[config.mk]
export PLATFORM = sky130hd
export DESIGN_NAME = anc_fir_sequencer
export DESIGN_NICKNAME = d
export VERILOG_FILES = /design/src/rtl/anc_fir_sequencer.sv
export SDC_FILE = /design/constraint.sdc
export NUM_CORES = 1
export LEC_CHECK = 0
export ABC_AREA = 0
export CORE_MARGIN = 2
export CORE_UTILIZATION = 30
export DETAILED_ROUTE_END_ITERATION = 8
export GPL_TIMING_DRIVEN = 0
export SYNTH_ARGS = -nofsm -noshare
export SYNTH_HDL_FRONTEND = slang
export SYNTH_SLANG_ARGS = --single-unit
[constraint.sdc]
create_clock -name clk -period 17.73 [get_ports clk]
set_clock_uncertainty 0.2 [all_clocks]
set_input_delay 4.4325 -clock clk [delete_from_list [all_inputs] [get_ports clk]]
set_output_delay 4.4325 -clock clk [all_outputs]
set_load 0.1 [all_outputs]
[src/rtl/anc_fir_sequencer.sv]
// anc_fir_sequencer
//   Per-sample controller for the adaptive FIR engine in the ANC datapath.
//   It accepts one reference/error pair per frame and forms the LMS weight-adjust
//   scalar (mu * error). It then launches one FIR run, waits for completion under
//   a timeout, and clips the result to the DAC width. Samples that arrive while a
//   run is in flight are dropped and counted.
//
// Ports
//   clk, rst_n            clock; synchronous active-low reset
//   sample_valid          strobe qualifying ref_sample / err_sample
//   ref_sample            signed reference sample, forwarded to the FIR as fir_x
//   err_sample            signed error-mic sample, scaled by mu into fir_wadj
//   mu                    unsigned step size, MU_FRAC fractional bits
//   adapt_en              0 freezes adaptation (fir_wadj = 0)
//   fir_go                one-cycle FIR start pulse
//   fir_x, fir_wadj       FIR operands, held for the whole run
//   fir_done, fir_out     FIR completion strobe and result
//   dac_sample, dac_valid clipped output sample and its strobe
//   busy                  controller not idle
//   overrun, overrun_cnt  sticky drop flag and saturating drop count
//   timeout_err           sticky flag, FIR failed to finish in time
module anc_fir_sequencer #(
  parameter int unsigned OUT_W   = 16,
  parameter int unsigned MU_FRAC = 15,
  parameter int unsigned TIMEOUT = 512,
  parameter int unsigned CNT_W   = 8
) (
  input  logic               clk,
  input  logic               rst_n,
  input  logic               sample_valid,
  input  logic [31:0]        ref_sample,
  input  logic [31:0]        err_sample,
  input  logic [15:0]        mu,
  input  logic               adapt_en,
  output logic               fir_go,
  output logic [31:0]        fir_x,
  output logic [31:0]        fir_wadj,
  input  logic               fir_done,
  input  logic [31:0]        fir_out,
  output logic [OUT_W-1:0]   dac_sample,
  output logic               dac_valid,
  output logic               busy,
  output logic               overrun,
  output logic [CNT_W-1:0]   overrun_cnt,
  output logic               timeout_err
);

  localparam int unsigned TmoW = (TIMEOUT > 2) ? $clog2(TIMEOUT) : 1;
  localparam logic [TmoW-1:0] TmoLast = TmoW'(TIMEOUT - 1);

  typedef enum logic [1:0] {StIdle, StIssue, StWait, StOutput} state_e;

  state_e            state_q, state_d;
  logic [TmoW-1:0]   tmo_cnt_q, tmo_cnt_d, tmo_inc;
  logic              fir_go_q, fir_go_d;
  logic [31:0]       fir_x_q, fir_x_d;
  logic [31:0]       fir_wadj_q, fir_wadj_d;
  logic [OUT_W-1:0]  dac_sample_q, dac_sample_d;
  logic              dac_valid_q, dac_valid_d;
  logic              overrun_q, overrun_d;
  logic [CNT_W-1:0]  ovr_cnt_q, ovr_cnt_d;
  logic              timeout_err_q, timeout_err_d;

  logic signed [48:0] prod, prod_sh;
  logic [31:0]        wadj;
  logic [OUT_W-1:0]   clipped;

  // mu * err, floor-shifted by MU_FRAC, saturated to 32-bit signed.
  always_comb begin
    prod    = 49'(signed'(err_sample)) * 49'(signed'({1'b0, mu}));
    prod_sh = prod >>> MU_FRAC;
    if ((prod_sh[48:31] == '0) || (prod_sh[48:31] == '1)) begin
      wadj = prod_sh[31:0];
    end else if (prod_sh[48]) begin
      wadj = 32'h8000_0000;
    end else begin
      wadj = 32'h7FFF_FFFF;
    end
  end

  // Saturate fir_out into the signed DAC range.
  always_comb begin
    if ((fir_out[31:OUT_W-1] == '0) || (fir_out[31:OUT_W-1] == '1)) begin
      clipped = fir_out[OUT_W-1:0];
    end else if (fir_out[31]) begin
      clipped = {1'b1, {(OUT_W-1){1'b0}}};
    end else begin
      clipped = {1'b0, {(OUT_W-1){1'b1}}};
    end
  end

  assign tmo_inc = tmo_cnt_q + TmoW'(1);

  always_comb begin
    state_d       = state_q;
    tmo_cnt_d     = tmo_cnt_q;
    fir_go_d      = 1'b0;
    fir_x_d       = fir_x_q;
    fir_wadj_d    = fir_wadj_q;
    dac_sample_d  = dac_sample_q;
    dac_valid_d   = 1'b0;
    overrun_d     = overrun_q;
    ovr_cnt_d     = ovr_cnt_q;
    timeout_err_d = timeout_err_q;

    // Only a strobe seen while the state register is idle is accepted.
    if (sample_valid && (state_q != StIdle)) begin
      overrun_d = 1'b1;
      if (ovr_cnt_q != '1) begin
        ovr_cnt_d = ovr_cnt_q + CNT_W'(1);
      end
    end

    unique case (state_q)
      StIdle: begin
        if (sample_valid) begin
          fir_x_d    = ref_sample;
          fir_wadj_d = adapt_en ? wadj : 32'h0;
          fir_go_d   = 1'b1;
          state_d    = StIssue;
        end
      end
      StIssue: begin
        tmo_cnt_d = '0;
        state_d   = StWait;
      end
      StWait: begin
        if (fir_done) begin
          dac_sample_d = clipped;
          dac_valid_d  = 1'b1;
          state_d      = StOutput;
        end else if (tmo_inc == TmoLast) begin
          // Abort: emit a muted frame so the DAC stream keeps its cadence.
          timeout_err_d = 1'b1;
          dac_sample_d  = '0;
          dac_valid_d   = 1'b1;
          state_d       = StIdle;
        end else begin
          tmo_cnt_d = tmo_inc;
        end
      end
      StOutput: begin
        state_d = StIdle;
      end
      default: begin
        state_d = StIdle;
      end
    endcase
  end

  always_ff @(posedge clk) begin
    if (!rst_n) begin
      state_q       <= StIdle;
      tmo_cnt_q     <= '0;
      fir_go_q      <= 1'b0;
      fir_x_q       <= '0;
      fir_wadj_q    <= '0;
      dac_sample_q  <= '0;
      dac_valid_q   <= 1'b0;
      overrun_q     <= 1'b0;
      ovr_cnt_q     <= '0;
      timeout_err_q <= 1'b0;
    end else begin
      state_q       <= state_d;
      tmo_cnt_q     <= tmo_cnt_d;
      fir_go_q      <= fir_go_d;
      fir_x_q       <= fir_x_d;
      fir_wadj_q    <= fir_wadj_d;
      dac_sample_q  <= dac_sample_d;
      dac_valid_q   <= dac_valid_d;
      overrun_q     <= overrun_d;
      ovr_cnt_q     <= ovr_cnt_d;
      timeout_err_q <= timeout_err_d;
    end
  end

  assign fir_go      = fir_go_q;
  assign fir_x       = fir_x_q;
  assign fir_wadj    = fir_wadj_q;
  assign dac_sample  = dac_sample_q;
  assign dac_valid   = dac_valid_q;
  assign busy        = (state_q != StIdle);
  assign overrun     = overrun_q;
  assign overrun_cnt = ovr_cnt_q;
  assign timeout_err = timeout_err_q;

endmodule

# [After elaboration in Yosys (flattened, before gate mapping)]
# Index checks and enable logic that the tools add are counted.
[totals] reg_bits=103 out_inout_bits=93 elab_cells=59
[classes] n_addsub=2 n_mul=1 n_eq_ne=11 mux=17 bitwise_logic=1 reduce_logical=17
[ops] cell="$mux 32" count=3
[ops] cell="$mux 16" count=4
[ops] cell="$mul 32x17->49" count=1
[ops] cell="$eq 18x18->1 const B" count=1
[ops] cell="$logic_not 18->1" count=1
[ops] cell="$mux 9" count=2
[ops] cell="$pmux 9 s2" count=1
[ops] cell="$eq 17x17->1 const B" count=1
[ops] cell="$logic_not 17->1" count=1
[ops] cell="$reduce_and 2->1" count=6
[ops] cell="$add 9x1->9 const B" count=1
[ops] cell="$eq 9x9->1 const B" count=1
[ops] cell="$add 8x1->8 const B" count=1
[ops] cell="$ne 8x8->1 const B" count=1
[ops] cell="$pmux 2 s4" count=1
[ops] cell="$mux 2" count=3
[ops] cell="$ne 2x2->1 const B" count=3
[ops] cell="$reduce_and 3->1" count=2
[ops] cell="$reduce_bool 2->1" count=3
[ops] cell="$eq 2x2->1 const B" count=2
[ops] cell="$mux 1" count=3
[ops] cell="$ne 3x3->1 const B" count=1
[ops] cell="$eq 2x1->1 const B" count=1
[ops] cell="$logic_not 2->1" count=1
[ops] cell="other kinds (3)" count=4

# [Logic depth before layout (Yosys ltp)]
[depth] depth_word=5 depth_mapped=28 ltp_nobuf=25

# [Worst setup path before layout]
# OpenSTA, ideal clock, no wires.
[synth_timing] path_type="input to register" startpoint="input port err_sample[31]" endpoint="register fir_wadj_q[16] (netlist: fir_wadj[16])" setup_time_ns=0.070 arrival_ns=10.746 required_ns=17.460 path_slack_ns=6.714 path_stages=23 n_path_buf=2 path_cell_list="clkbuf_1 nand2_1 fa_1 fa_1 inv_1 fa_1 fa_1 fa_1 inv_1 fa_1 inv_1 ha_1 a21o_1 a21oi_2 nor2_1 or4b_1 a32o_1 or3_1 and3_4 mux2i_2 buf_6 o21ai_1 a21oi_1"
[synth_via] elab_chain_len=5
[synth_lines] item="from (decl)" line="32" source="input logic [31:0] err_sample,"
[synth_lines] item="$mul 32x17->49 *" line="70" source="prod = 49'(signed'(err_sample)) * 49'(signed'({1'b0, mu}));"
[synth_lines] item="$eq 18x18->1 / $logic_not 18->1 (equally long branches)" line="72" source="if ((prod_sh[48:31] == '0) || (prod_sh[48:31] == '1)) begin"
[synth_lines] item="$logic_or 1x1->1" line="72"
[synth_lines] item="$mux 32 *" line="72"
[synth_lines] item="$mux 32 *" line="118" source="fir_wadj_d = adapt_en ? wadj : 32'h0;"
[synth_lines] item="to (signal assigned)" line="168" source="fir_wadj_q <= fir_wadj_d;"
[synth_lines] item="to (decl)" line="57" source="logic [31:0] fir_wadj_q, fir_wadj_d;"
# Mark *: on every way between the ends. The rest lies on a longest branch, timed or not.
# A chain may end at the register's enable or synchronous reset.

# [Final worst setup path]
[layout_timing] startpoint="input port mu[8]" endpoint="register fir_wadj_q[10] (netlist: fir_wadj[10])"
[layout_via] elab_chain_len=5
[layout_lines] item="from (decl)" line="33" source="input logic [15:0] mu,"
[layout_lines] item="$mul 32x17->49 *" line="70"
[layout_lines] item="$eq 18x18->1 / $logic_not 18->1 (equally long branches)" line="72"
[layout_lines] item="$logic_or 1x1->1" line="72"
[layout_lines] item="$mux 32 *" line="72"
[layout_lines] item="$mux 32 *" line="118"
# Marks and branches as above.

==> metrics.cfg <==
[worst_hold_path]
hold_depth=2
min_path_type=register to register

[clock_tree]
cts_tree=yes
cts_buffers=9
clk_pin_slew_ps=70
hold_buffers=0
cts_htree_levels=3
insertion_delay_ps=340
cts_post_setup_buffers_inserted=0
cts-root-buf=clkbuf_16
cts_resized=0
cts_buffer_depth=2
cts_num_sinks=103

[setup_path]
startpoint_type=primary input
crit_path_max_fanout=10
cp_num_cells=27
reg2reg_slack_ps=14380
crit_type=primary input to register
crit_family=adder cells
critPathBufInv=9
cp_data_arrival_time_ps=13090
crit_required_ps=17800
cpPeakStageDelay_ps=740
cp-end-kind=register
r2r_cells=12
crit_path_frequent_cell=fa_1
cp_slowest_cell=clkbuf_1

[detailed_routing]
first_iter_violations=1155
drt-wirelength-per-cell_um=18.5
via_count=17800
drt_wl_total_um=70100
postRouteAntennaNets=0
dr.pass1.iters=5
routed_via_density=4.69
drcViolationCount=0

[synth]
synth_xor_area_share_pct=1.92
synth_top_family_by_area=adder cells
ys_warn_count=0
synth_top_area_cell=fa_1
synthFlopType=dfxtp_1
async_flop_share_pct=0
synth_area_leaders=fa_1 (44%), inv_1 (10%), dfxtp_1 (9.3%)
ys_seq_area_share_pct=9.27
ys_ff_latch=103
muxShareOfSynthArea_pct=0.208
synth_nets=3331
syn-instance-count=2609
synth_edf_count=0
synth_top_area_share_pct=43.8
yosys.area_share.simple_pct=17.5
syn-cell-area_um2=22200
synth.distinct_cells=66
synth_compound_area_share_pct=8.41
syn_area_per_cell_um2=8.52
synth_fa_ha_area_share_pct=50.5

[global_routing]
grt_pass1_vias=19400
grt_overflow=0
antenna_found_initial=1
gr-usage-all-layers_pct=19.1
grt_max_degree=17
grt_pass1_wl_um=114000

[sta]
fmax_mhz=76.8
max_slew_margin_pct=15.1
slew_viol_final=0
hold_viol=0
tightest_slew_ps=1260
rsz0062_at_grt=false
fin_crit_sh_pct=73.4
period_needed_ps=13020
setup_violations=0
fin_setup_tns_ps=0

[place]
port-buffer-count=208
dp_hpwl_um=58600
gp_congestion=0.930

[final_layout]
layout-drive-gt1-share_pct=1.38
fin_nets=3550
nFillCells=7635
syn_to_final_growth_pct=16.3
final_core_util_pct=35.3
antenna_cells=0

[flow_run]
maxCapViolCount=0

[floorplanning]
start_util_pct=30.4
rows=99
die_x_um=276
pin_count=210
dieArea_um2=76300
core_um2=73200
die_y_um=276

[outcome]
status=finished clean

[registers in the layout, indices dropped and copies added (netlist names)]
name / cells
fir_wadj: 32
overrun_cnt: 8
timeout_err: 1
dac_sample: 16
dac_valid: 1
fir_go: 1
fir_x: 32
state_q: 2
overrun: 1
tmo_cnt_q: 9
[Yosys cell counts (3+ instances only)]
cell,count
inv_1,591
ha_1,118
o21a_1,14
a21o_1,10
nand4_1,12
o21ai_0,35
nor2b_1,4
o21bai_1,4
nor3_1,10
nand3_1,14
a21boi_0,19
buf_2,5
buf_6,3
nor4b_1,4
nor4_1,6
a21oi_1,149
nand3b_1,3
and4_1,3
buf_1,3
fa_1,487
and2_1,225
dfxtp_1,103
xor2_1,19
xnor2_1,28
nor3b_1,3
nand2b_1,4
o21ai_1,36
nor2_1,57
and3_1,18
a31oi_1,6
clkbuf_1,115
nand2_1,448
o211ai_1,7
[worst register-to-register path: stages, from the launching register on]
cell      delay (ps)
dfxtp_1          350
ha_1             250
and3_1           220
and3_1           220
and3_1           220
xnor2_1          130
or4_1            550
nand2b_1          90
buf_2            230
nand2_1          240
clkbuf_1         310
nand2_1          130
a21oi_1           70
[cells by family after synthesis]
logic type,after synthesis
AND/OR/NAND/NOR,820
adder cells (fa/ha/maj),605
multiplexers,4
AO/OA/AOI/OAI,311
XOR/XNOR,48
flip-flops,103
buffers and inverters,718
[worst paths after layout]
check                            startpoint                     endpoint
setup / recovery                      mu[8]    fir_wadj[10]$_SDFFE_PN0P_
hold / removal       fir_x[23]$_SDFFE_PN0P_       fir_x[23]$_SDFFE_PN0P_
setup reg to reg  tmo_cnt_q[0]$_SDFFE_PN0P_  dac_sample[13]$_SDFFE_PN0P_
hold reg to reg      fir_x[23]$_SDFFE_PN0P_       fir_x[23]$_SDFFE_PN0P_
[metrics by stage]
stage | cells | cell area (um^2) | worst slack [ps] | hold slack (ps)
floorplan | 2609 | 22200 | 6710 | 324
global placement | 3776 | 25500 | 4480 | 238
detailed placement | 3776 | 25500 | 4410 | 246
CTS | 3792 | 25900 | 4750 | 256
global route | 3792 | 25900 | 4450 | 274
finish | 3792 | 25900 | 4710 | 254
[cells in the final DEF (no fill, tap or decap), drive strengths merged, types with 3 or more instances in the layout]
master	n
a2111oi	4
a211oi	3
a21boi	19
a21o	10
a21oi	151
a31oi	6
and2	225
and3	19
and4	3
buf	11
bufinv	3
clkbuf	126
clkdlybuf4s50	208
dfxtp	103
fa	487
ha	118
inv	592
nand2	448
nand2b	4
nand3	14
nand3b	3
nand4	12
nor2	57
nor2b	4
nor3	10
nor3b	3
nor4	6
nor4b	4
o211ai	7
o21a	14
o21ai	72
o21bai	4
xnor2	29
xor2	19
[cell type report]
cell class	instances	area (um^2)	area share (%)
Clock inverter	5	105	0.406
Clock buffer	11	243	0.938
Sequential cell	103	2060	7.97
Multi-Input combinational cell	1788	17500	67.5
Buffer	126	502	1.94
Inverter	592	2220	8.59
Tap cell	959	1200	4.64
Timing Repair Buffer	208	2080	8.05
[layer usage]
layer / up-vias / track usage [%] / share of wire, %
met2: 633 / 30.8 / 45
met4: 0 / 4.88 / 2.6
met5: - / 0 / 0
met3: 91 / 4.39 / 9.3
met1: 8860 / 25.9 / 43
li1: 8184 / - / -
Power is left out: the tool's default activity adds up to more than one toggle a clock period on the data nets, which glitch-free logic cannot reach.
